--- src/rtl/traffic_pkg.sv ---
// Light encoding and FSM state type shared by the intersection controller.
// WALK_A/WALK_B exist only in builds that define PED_WALK_EN.
package traffic_pkg;

    typedef logic [1:0] light_t;

    localparam light_t RED    = 2'd0;
    localparam light_t GREEN  = 2'd1;
    localparam light_t YELLOW = 2'd2;

    typedef enum logic [2:0] {
        NS_GREEN,
        NS_YELLOW,
        ALLRED_A,
        EW_GREEN,
        EW_YELLOW,
        ALLRED_B
`ifdef PED_WALK_EN
        ,
        WALK_A,
        WALK_B
`endif
    } state_t;

endpackage

--- src/rtl/intersection_controller_phase_timer.sv ---
// Phase duration down-counter: loads DUR-1 on state entry, counts to zero and holds there.
// The expired flag is the terminal-count compare used by the FSM to advance.
module phase_timer #(
    parameter int TMR_W   = 8,
    parameter int RST_VAL = 1
) (
    input  logic             clk,
    input  logic             rst,
    input  logic             load,
    input  logic [TMR_W-1:0] load_val,
    output logic             expired
);

    logic [TMR_W-1:0] count;

    always_ff @(posedge clk or posedge rst) begin
        if (rst) begin
            count <= TMR_W'(RST_VAL);
        end else if (load) begin
            count <= load_val;
        end else if (count != '0) begin
            count <= count - 1'b1;
        end
    end

    assign expired = (count == '0);

endmodule

--- src/rtl/intersection_controller.sv ---
// Two-way intersection sequencer: NS rests in green, EW is served on request, with all-red
// clearance between greens. Define PED_WALK_EN to add pedestrian walk phases after clearance.
//
// state     | meaning
// ----------+---------------------------------------------------------------
// NS_GREEN  | main road green; re-arms every GREEN_CYC until EW demand seen
// NS_YELLOW | main road yellow
// ALLRED_A  | clearance before EW green (or WALK_A)
// EW_GREEN  | side road green, fixed GREEN_CYC
// EW_YELLOW | side road yellow
// ALLRED_B  | clearance before NS green (or WALK_B); reset state
// WALK_A    | pedestrian walk, then EW_GREEN (PED_WALK_EN only)
// WALK_B    | pedestrian walk, then NS_GREEN (PED_WALK_EN only)
module intersection_controller
    import traffic_pkg::*;
#(
    parameter int GREEN_CYC  = 8,
    parameter int YELLOW_CYC = 3,
    parameter int ALLRED_CYC = 2,
    parameter int WALK_CYC   = 4,
    parameter int TMR_W      = 8
) (
    input  logic       clk,
    input  logic       rst,
    input  logic       ew_req,
    input  logic       ped_req,
    output logic [1:0] ns_light,
    output logic [1:0] ew_light,
    output logic       ped_walk
);

    localparam int TMR_MAX = (1 << TMR_W) - 1;

    if (GREEN_CYC < 1 || GREEN_CYC > TMR_MAX ||
        YELLOW_CYC < 1 || YELLOW_CYC > TMR_MAX ||
        ALLRED_CYC < 1 || ALLRED_CYC > TMR_MAX ||
        WALK_CYC < 1 || WALK_CYC > TMR_MAX) begin : g_bad_cfg
        $error("intersection_controller: every *_CYC must lie in 1..2**TMR_W-1");
    end

    state_t           state;
    state_t           state_nxt;
    logic             expired;
    logic [TMR_W-1:0] load_val;
    logic             ew_pend;
    logic             ew_clr;
    logic             ped_go;

    function automatic logic [TMR_W-1:0] dur_m1(input state_t s);
        case (s)
            NS_GREEN, EW_GREEN:   dur_m1 = TMR_W'(GREEN_CYC - 1);
            NS_YELLOW, EW_YELLOW: dur_m1 = TMR_W'(YELLOW_CYC - 1);
`ifdef PED_WALK_EN
            WALK_A, WALK_B:       dur_m1 = TMR_W'(WALK_CYC - 1);
`endif
            default:              dur_m1 = TMR_W'(ALLRED_CYC - 1);
        endcase
    endfunction

    phase_timer #(
        .TMR_W   (TMR_W),
        .RST_VAL (ALLRED_CYC - 1)
    ) u_timer (
        .clk      (clk),
        .rst      (rst),
        .load     (expired),
        .load_val (load_val),
        .expired  (expired)
    );

    always_ff @(posedge clk or posedge rst) begin
        if (rst) begin
            state <= ALLRED_B;
        end else begin
            state <= state_nxt;
        end
    end

    always_comb begin
        state_nxt = state;
        if (expired) begin
            case (state)
                NS_GREEN:  if (ew_pend || ew_req) state_nxt = NS_YELLOW;
                NS_YELLOW: state_nxt = ALLRED_A;
`ifdef PED_WALK_EN
                ALLRED_A:  state_nxt = ped_go ? WALK_A : EW_GREEN;
                ALLRED_B:  state_nxt = ped_go ? WALK_B : NS_GREEN;
                WALK_A:    state_nxt = EW_GREEN;
                WALK_B:    state_nxt = NS_GREEN;
`else
                ALLRED_A:  state_nxt = EW_GREEN;
                ALLRED_B:  state_nxt = NS_GREEN;
`endif
                EW_GREEN:  state_nxt = EW_YELLOW;
                EW_YELLOW: state_nxt = ALLRED_B;
                default:   state_nxt = ALLRED_B;
            endcase
        end
    end

    // Every expiry reloads, including NS_GREEN re-arming itself while idle.
    assign load_val = dur_m1(state_nxt);

    // A request on the very edge EW_GREEN is entered is kept, so it is never lost.
    assign ew_clr = expired && (state_nxt == EW_GREEN);

    always_ff @(posedge clk or posedge rst) begin
        if (rst) begin
            ew_pend <= 1'b0;
        end else begin
            ew_pend <= ew_req | (ew_pend & ~ew_clr);
        end
    end

`ifdef PED_WALK_EN
    logic ped_pend;
    logic in_walk;
    logic walk_entry;

    assign in_walk    = (state == WALK_A) || (state == WALK_B);
    assign walk_entry = expired && ((state_nxt == WALK_A) || (state_nxt == WALK_B));
    assign ped_go     = ped_pend;

    always_ff @(posedge clk or posedge rst) begin
        if (rst) begin
            ped_pend <= 1'b0;
        end else begin
            ped_pend <= (ped_req & ~in_walk) | (ped_pend & ~walk_entry);
        end
    end
`else
    logic unused_ped;
    assign unused_ped = ped_req;
    assign ped_go     = 1'b0;
`endif

    always_comb begin
        ns_light = RED;
        ew_light = RED;
        ped_walk = 1'b0;
        case (state)
            NS_GREEN:  ns_light = GREEN;
            NS_YELLOW: ns_light = YELLOW;
            EW_GREEN:  ew_light = GREEN;
            EW_YELLOW: ew_light = YELLOW;
`ifdef PED_WALK_EN
            WALK_A, WALK_B: ped_walk = 1'b1;
`endif
            default: ;
        endcase
    end

`ifndef SYNTHESIS
    a_no_conflict: assert property (@(posedge clk) disable iff (rst)
        ((ns_light == RED) || (ew_light == RED)) && (!ped_walk || (ns_light == RED && ew_light == RED)));
`endif

endmodule

--- config.mk ---
export PLATFORM = sky130hd
export DESIGN_NAME = intersection_controller
export DESIGN_NICKNAME = d
export VERILOG_FILES = /design/src/rtl/traffic_pkg.sv /design/src/rtl/intersection_controller_phase_timer.sv /design/src/rtl/intersection_controller.sv
export SDC_FILE = /design/constraint.sdc
export NUM_CORES = 1
export LEC_CHECK = 0
export CORE_AREA = 2 2 39 41
export CTS_BUF_LIST = sky130_fd_sc_hd__clkbuf_2 sky130_fd_sc_hd__clkbuf_4 sky130_fd_sc_hd__clkbuf_8
export DETAILED_ROUTE_END_ITERATION = 10
export DIE_AREA = 0 0 41 43
export GPL_TIMING_DRIVEN = 0
export PLACE_DENSITY = 0.76
export SLEW_MARGIN = 25
export SYNTH_ARGS = -nofsm -noshare
export SYNTH_HDL_FRONTEND = slang
export SYNTH_SLANG_ARGS = --single-unit
export TNS_END_PERCENT = 5
--- constraint.sdc ---
create_clock -name clk -period 2.5 [get_ports clk]
set_clock_uncertainty 0.1 [all_clocks]
set_input_delay 0.25 -clock clk [delete_from_list [all_inputs] [get_ports clk]]
set_output_delay 0.25 -clock clk [all_outputs]
set_load 0.02 [all_outputs]
Word level (Yosys, flattened, before mapping) --
Cells that the tools add are included.
Word-level totals: register bits after elaboration 12, word-level logic and storage cells 32
Operators by class: $add $sub $neg 1, eq/ne operators 8, mux-type cells 8, bitwise logic cells 3, reduce and logical (&&, ||, !) cells 9
Operators with widths (count):
- $mux W8 | 2
- $pmux W3 S5 | 1
- $eq A3 B2 Y1 const B | 3
- $eq A3 B3 Y1 const B | 3
- $logic_not A8 Y1 | 1
- $pmux W2 S2 | 2
- $reduce_bool A8 Y1 | 1
- $sub A8 B1 Y8 const B | 1
- $eq A3 B1 Y1 const B | 2
- $logic_not A3 Y1 | 2
- $mux W3 | 2
- $pmux W3 S2 | 1
- $reduce_or A2 Y1 | 2
- $reduce_bool A2 Y1 | 1
- $and A1 B1 Y1 | 1
- $logic_and A1 B1 Y1 | 1
- $logic_or A1 B1 Y1 | 1
- $not A1 Y1 | 1
- $or A1 B1 Y1 | 1

Logic depth before layout (Yosys ltp) --
depth in word-level cells 9, depth in mapped cells 5, mapped depth without buffers 5

Modules after synthesis --
Synthesis repeated with hierarchy kept, for this count alone.
Second synthesis, totals: cell total of the unflattened synthesis 99, area total of the unflattened synthesis 848.3 um^2
Modules (own cells, without submodules):
- phase_timer | times used 1, cells each 56, area each 498.0 um^2, seq. area each 201.4 um^2
- intersection_controller | times used 1, cells each 43, area each 350.3 um^2, seq. area each 102.6 um^2

Least setup slack after synthesis --
OpenSTA, ideal clock, no wires.
path type register to register, from register u_timer.count[1], to register state[1], data arrival time 1.652 ns, slack 0.679 ns, cell stages (with the launch flop) 6, buffers on the path 0, period minus slack after synthesis 1.821 ns, cell sequence dfrtp_1 inv_1 ha_1 or3b_2 or4_1 nand3_1
Between the ends: cells in the longest elaborated chain, start to end 2
Ends and longest elaborated chain:
- start: declaration | RTL line intersection_controller_phase_timer.sv:14 | logic [TMR_W-1:0] count;
- start signal: assignment | RTL line intersection_controller_phase_timer.sv:18 | count <= TMR_W'(RST_VAL);
- start signal: assignment | RTL line intersection_controller_phase_timer.sv:20 | count <= load_val;
- start signal: assignment | RTL line intersection_controller_phase_timer.sv:22 | count <= count - 1'b1;
- $logic_not A8 Y1 | RTL line intersection_controller_phase_timer.sv:26 | assign expired = (count == '0);
- $mux W3 | RTL line intersection_controller.sv:81 | if (expired) begin
- via state_nxt[1] | RTL line intersection_controller.sv:42 | state_t state_nxt;
- end signal: assignment | RTL line intersection_controller.sv:75 | state <= state_nxt;
- end: declaration | RTL line intersection_controller.sv:41 | state_t state;
The timed path passes the listed nets, and every way through them passes these cells. A chain may end at the register's enable or synchronous reset.

Worst setup path after layout --
from register state[0], to output ew_light[0]
Between the ends: cells in the longest elaborated chain, start to end 2
Ends and longest elaborated chain:
- $eq A3 B3 Y1 or $eq A3 B2 Y1 (tied branches) | RTL line intersection_controller.sv:141 | case (state)
- $pmux W2 S2 (*) | RTL line intersection_controller.sv:141
- end: declaration | RTL line intersection_controller.sv:28 | output logic [1:0] ew_light,
Every way passes the cells marked *; elsewhere a longest branch is shown, timed or not.

==> results.yml <==
clocking:
  insertion_delay_ns: 0.27
  clkSinkCount: 12
  ctsResizeCount: 0
  cts_max_level: 1
  cts_root_buf: "clkbuf_4"
  cts_inserted_buffers: 3
  clk_pin_slew_ns: 0.08
  cts_tree: "yes"
  clockBufferDepth: 2
synthesis:
  async_flop_share: 1.00
  yosysTopAreaCellShare: 0.322
  netlist_instances: 75
  yosys.area_share.simple: 0.243
  netlist_area_sq_um: 699
  synth_area_leaders: "dfrtp_1 (32%), dfstp_2 (11%), mux2_2 (4.8%), or4_1 (4.3%), ha_1 (3.6%)"
  synth_compound_area_frac: 0.125
  synth_warnings: 0
  synth_cell_types: 31
  synth_nets: 81
  synth_top_cell_by_area: "dfrtp_1"
  synth_xor_area_frac: 0.0376
  synth_edf_count: 0
  yosysSeqAreaShare: 0.435
  synth_area_per_cell_sq_um: 9.33
  netlist_top_cells_count: "dfrtp_1 (9), nand2_1 (5), nor2_1 (5)"
  muxShareOfSynthArea: 0.0626
  synth_top_family_by_area: "simple AND/OR/NAND/NOR gates"
  synthFlopType: "dfrtp_1"
  synth_most_common_cell: "dfrtp_1"
  synth_fa_ha_area_frac: 0.0358
  synth_seq_cells: 12
cells_and_area:
  nets: 91
  syn_to_final_growth_pct: 16.1
  nFillCells: 134
  fin_util: 0.587
  finalNonFillerCells: 100
  final_area_sq_um: 812
  drive_gt1_frac: 0.155
  diodes: 0
sta:
  fin_crit_sh: 0.906
  slew_viol_final: 0
  finalCriticalPeriod_ns: 2.26
  final.setup.tns_ns: 0
  rsz0062_at_grt: "no"
  setup_ws_ns: 0.235
  max_freq_mhz: 442
  worst_slew_pin_slew_ns: 0.761
  whs_ns: 0.177
  setup_viol: 0
  final_hold_viol_count: 0
  relSlewSlack: 0.488
worst_setup_path:
  end_kind: "primary output"
  path_cells: "clkbuf_1 > and3b_1 > clkdlybuf4s50_1"
  critPathKind: "reg -> out"
  max_stage_delay_ns: 0.59
  arrival_ns: 1.91
  required_ns: 2.15
  crit_path_start_kind: "register"
  worstPathMaxFanout: 10
  crit_slowest_cell: "clkdlybuf4s50_1"
grt:
  grt_use_total: 0.186
  grt_pass1_vias: 504
  met1_usage: 0.262
  grt_antenna_before_repair: 0
  use_met3: 0.0471
  top_usage_layer: "met2"
  gr-total-overflow: 0
  grt_max_degree: 13
  met2_usage: 0.263
  grt_pass1_wl_microns: 2190
power_and_ir_drop:
  switching_share: 0.337
  combPwrFrac: 0.304
  power_density_nw_per_um2: 743
  peakVddDrop_v: 0.000395
  finalPower_mw: 0.604
  p_switching_mw: 0.203
  power_leakage_nw: 0.332
  clkPwrFrac: 0.253
  seq_power_share: 0.443
  p_int_mw: 0.400
placed_design:
  portBuffers: 6
  placed_area_sq_um: 779
  dp_hpwl_microns: 986
  placed_cells: 97
  gp_congestion: 0.809
  place_worst_setup_slack_ns: 0.374
die:
  core_sq_um: 1380
  rows: 14
  die_y_microns: 43
  die_w_microns: 41
  floorplan.initialDensity: 0.505
  dieArea_sq_um: 1760
  io_pins: 9
route:
  drt-pass1-iter-count: 4
  wl_per_cell_microns: 13.2
  drtIter0Drc: 12
  ant_nets: 0
  drcViolationCount: 0
  vias_per_cell: 5.74
  drt_wl_total_microns: 1320
  vias: 574
run_status:
  status: "finished, final reports clean"
job:
  drv_cap: 0
worst_hold_path:
  hp-class: "in -> async"
final timing paths:
| check | from | end | slack [ns] | cells after the start |
|---|---|---|---|---|
| min in group clk | ew_pend | ew_pend | 0.41 | 1 |
| min | rst | u_timer.count[1] | 0.18 | 2 |
| max in group asynchronous | rst | u_timer.count[0] | 1.79 | 2 |
| max reg2reg | u_timer.count[1] | state[1] | 0.55 | 5 |
| min reg2reg | ew_pend | ew_pend | 0.41 | 1 |
| max | state[0] | ew_light[0] | 0.24 | 3 |
critical path, delay by kind of cell, from the launching register on:
family        cells  cell delay (ns)
simple gates      1             0.20
buf+inv           2             0.90
flops             1             0.54
layout make-up:
type                    instances  area [sq um]  area share
multi-input cells              54           357       0.439
flip-flops and latches         12           304       0.374
repair buffers                  6          60.1      0.0740
clock buffers                   4          36.3      0.0447
plain buffers                   4          20.0      0.0247
well taps                      16          20.0      0.0247
inverters                       4          15.0      0.0185
layout by cell type, fill, tap and decap left out, types with 2 or more instances in the layout:
cell type and count:
or4_1 4, dfstp_2 3, nor2_1 5, clkbuf_4 3
xnor2_1 2, inv_1 4, o21ai_0 3, dfrtp_1 9
o31ai_1 3, mux2_2 3, nand3_1 2, a22oi_1 2
clkdlybuf4s50_1 6, nor2b_1 2, nor4_1 3, clkbuf_1 2
nor3b_1 2, nand2_1 5, nor3_1 2, ha_1 2
a21oi_1 4
power groups by stage:
stage / Combinational, mW / Clock [mW] / Sequential, mW
global route: 0.197 / 0.165 / 0.274
CTS: 0.196 / 0.156 / 0.255
detailed placement: 0.195 / 0 / 0.259
finish: 0.183 / 0.153 / 0.267
global placement: 0.191 / 0 / 0.256
floorplan: 0.133 / 0 / 0.250
sequential cells by signal (all words and copies together) (netlist names):
register       count
state              3
ew_pend            1
u_timer.count      8
logic make-up (layout without fill, tap and decap cells):
logic type,count (synthesis),count (layout)
xor gates and xnor gates,3,3
adders and majority gates,2,2
other,1,1
buffers and inverters,9,18
muxes,4,4
and+or+nand+nor,30,30
AOI/OAI and AO/OA,14,14
DFF,12,12
what timing repair did:
action,CTS,global route
hold endpoints to repair,0,0
hold buffers,0,0
setup buffers,0,0
setup endpoints to repair,0,1
metal layers:
layer	vias up	routed length, microns
met1	266	629
met3	4	62
met4	0	23
met5	-	0
met2	16	603
li1	288	-
(Power assumes the default switching activity.)
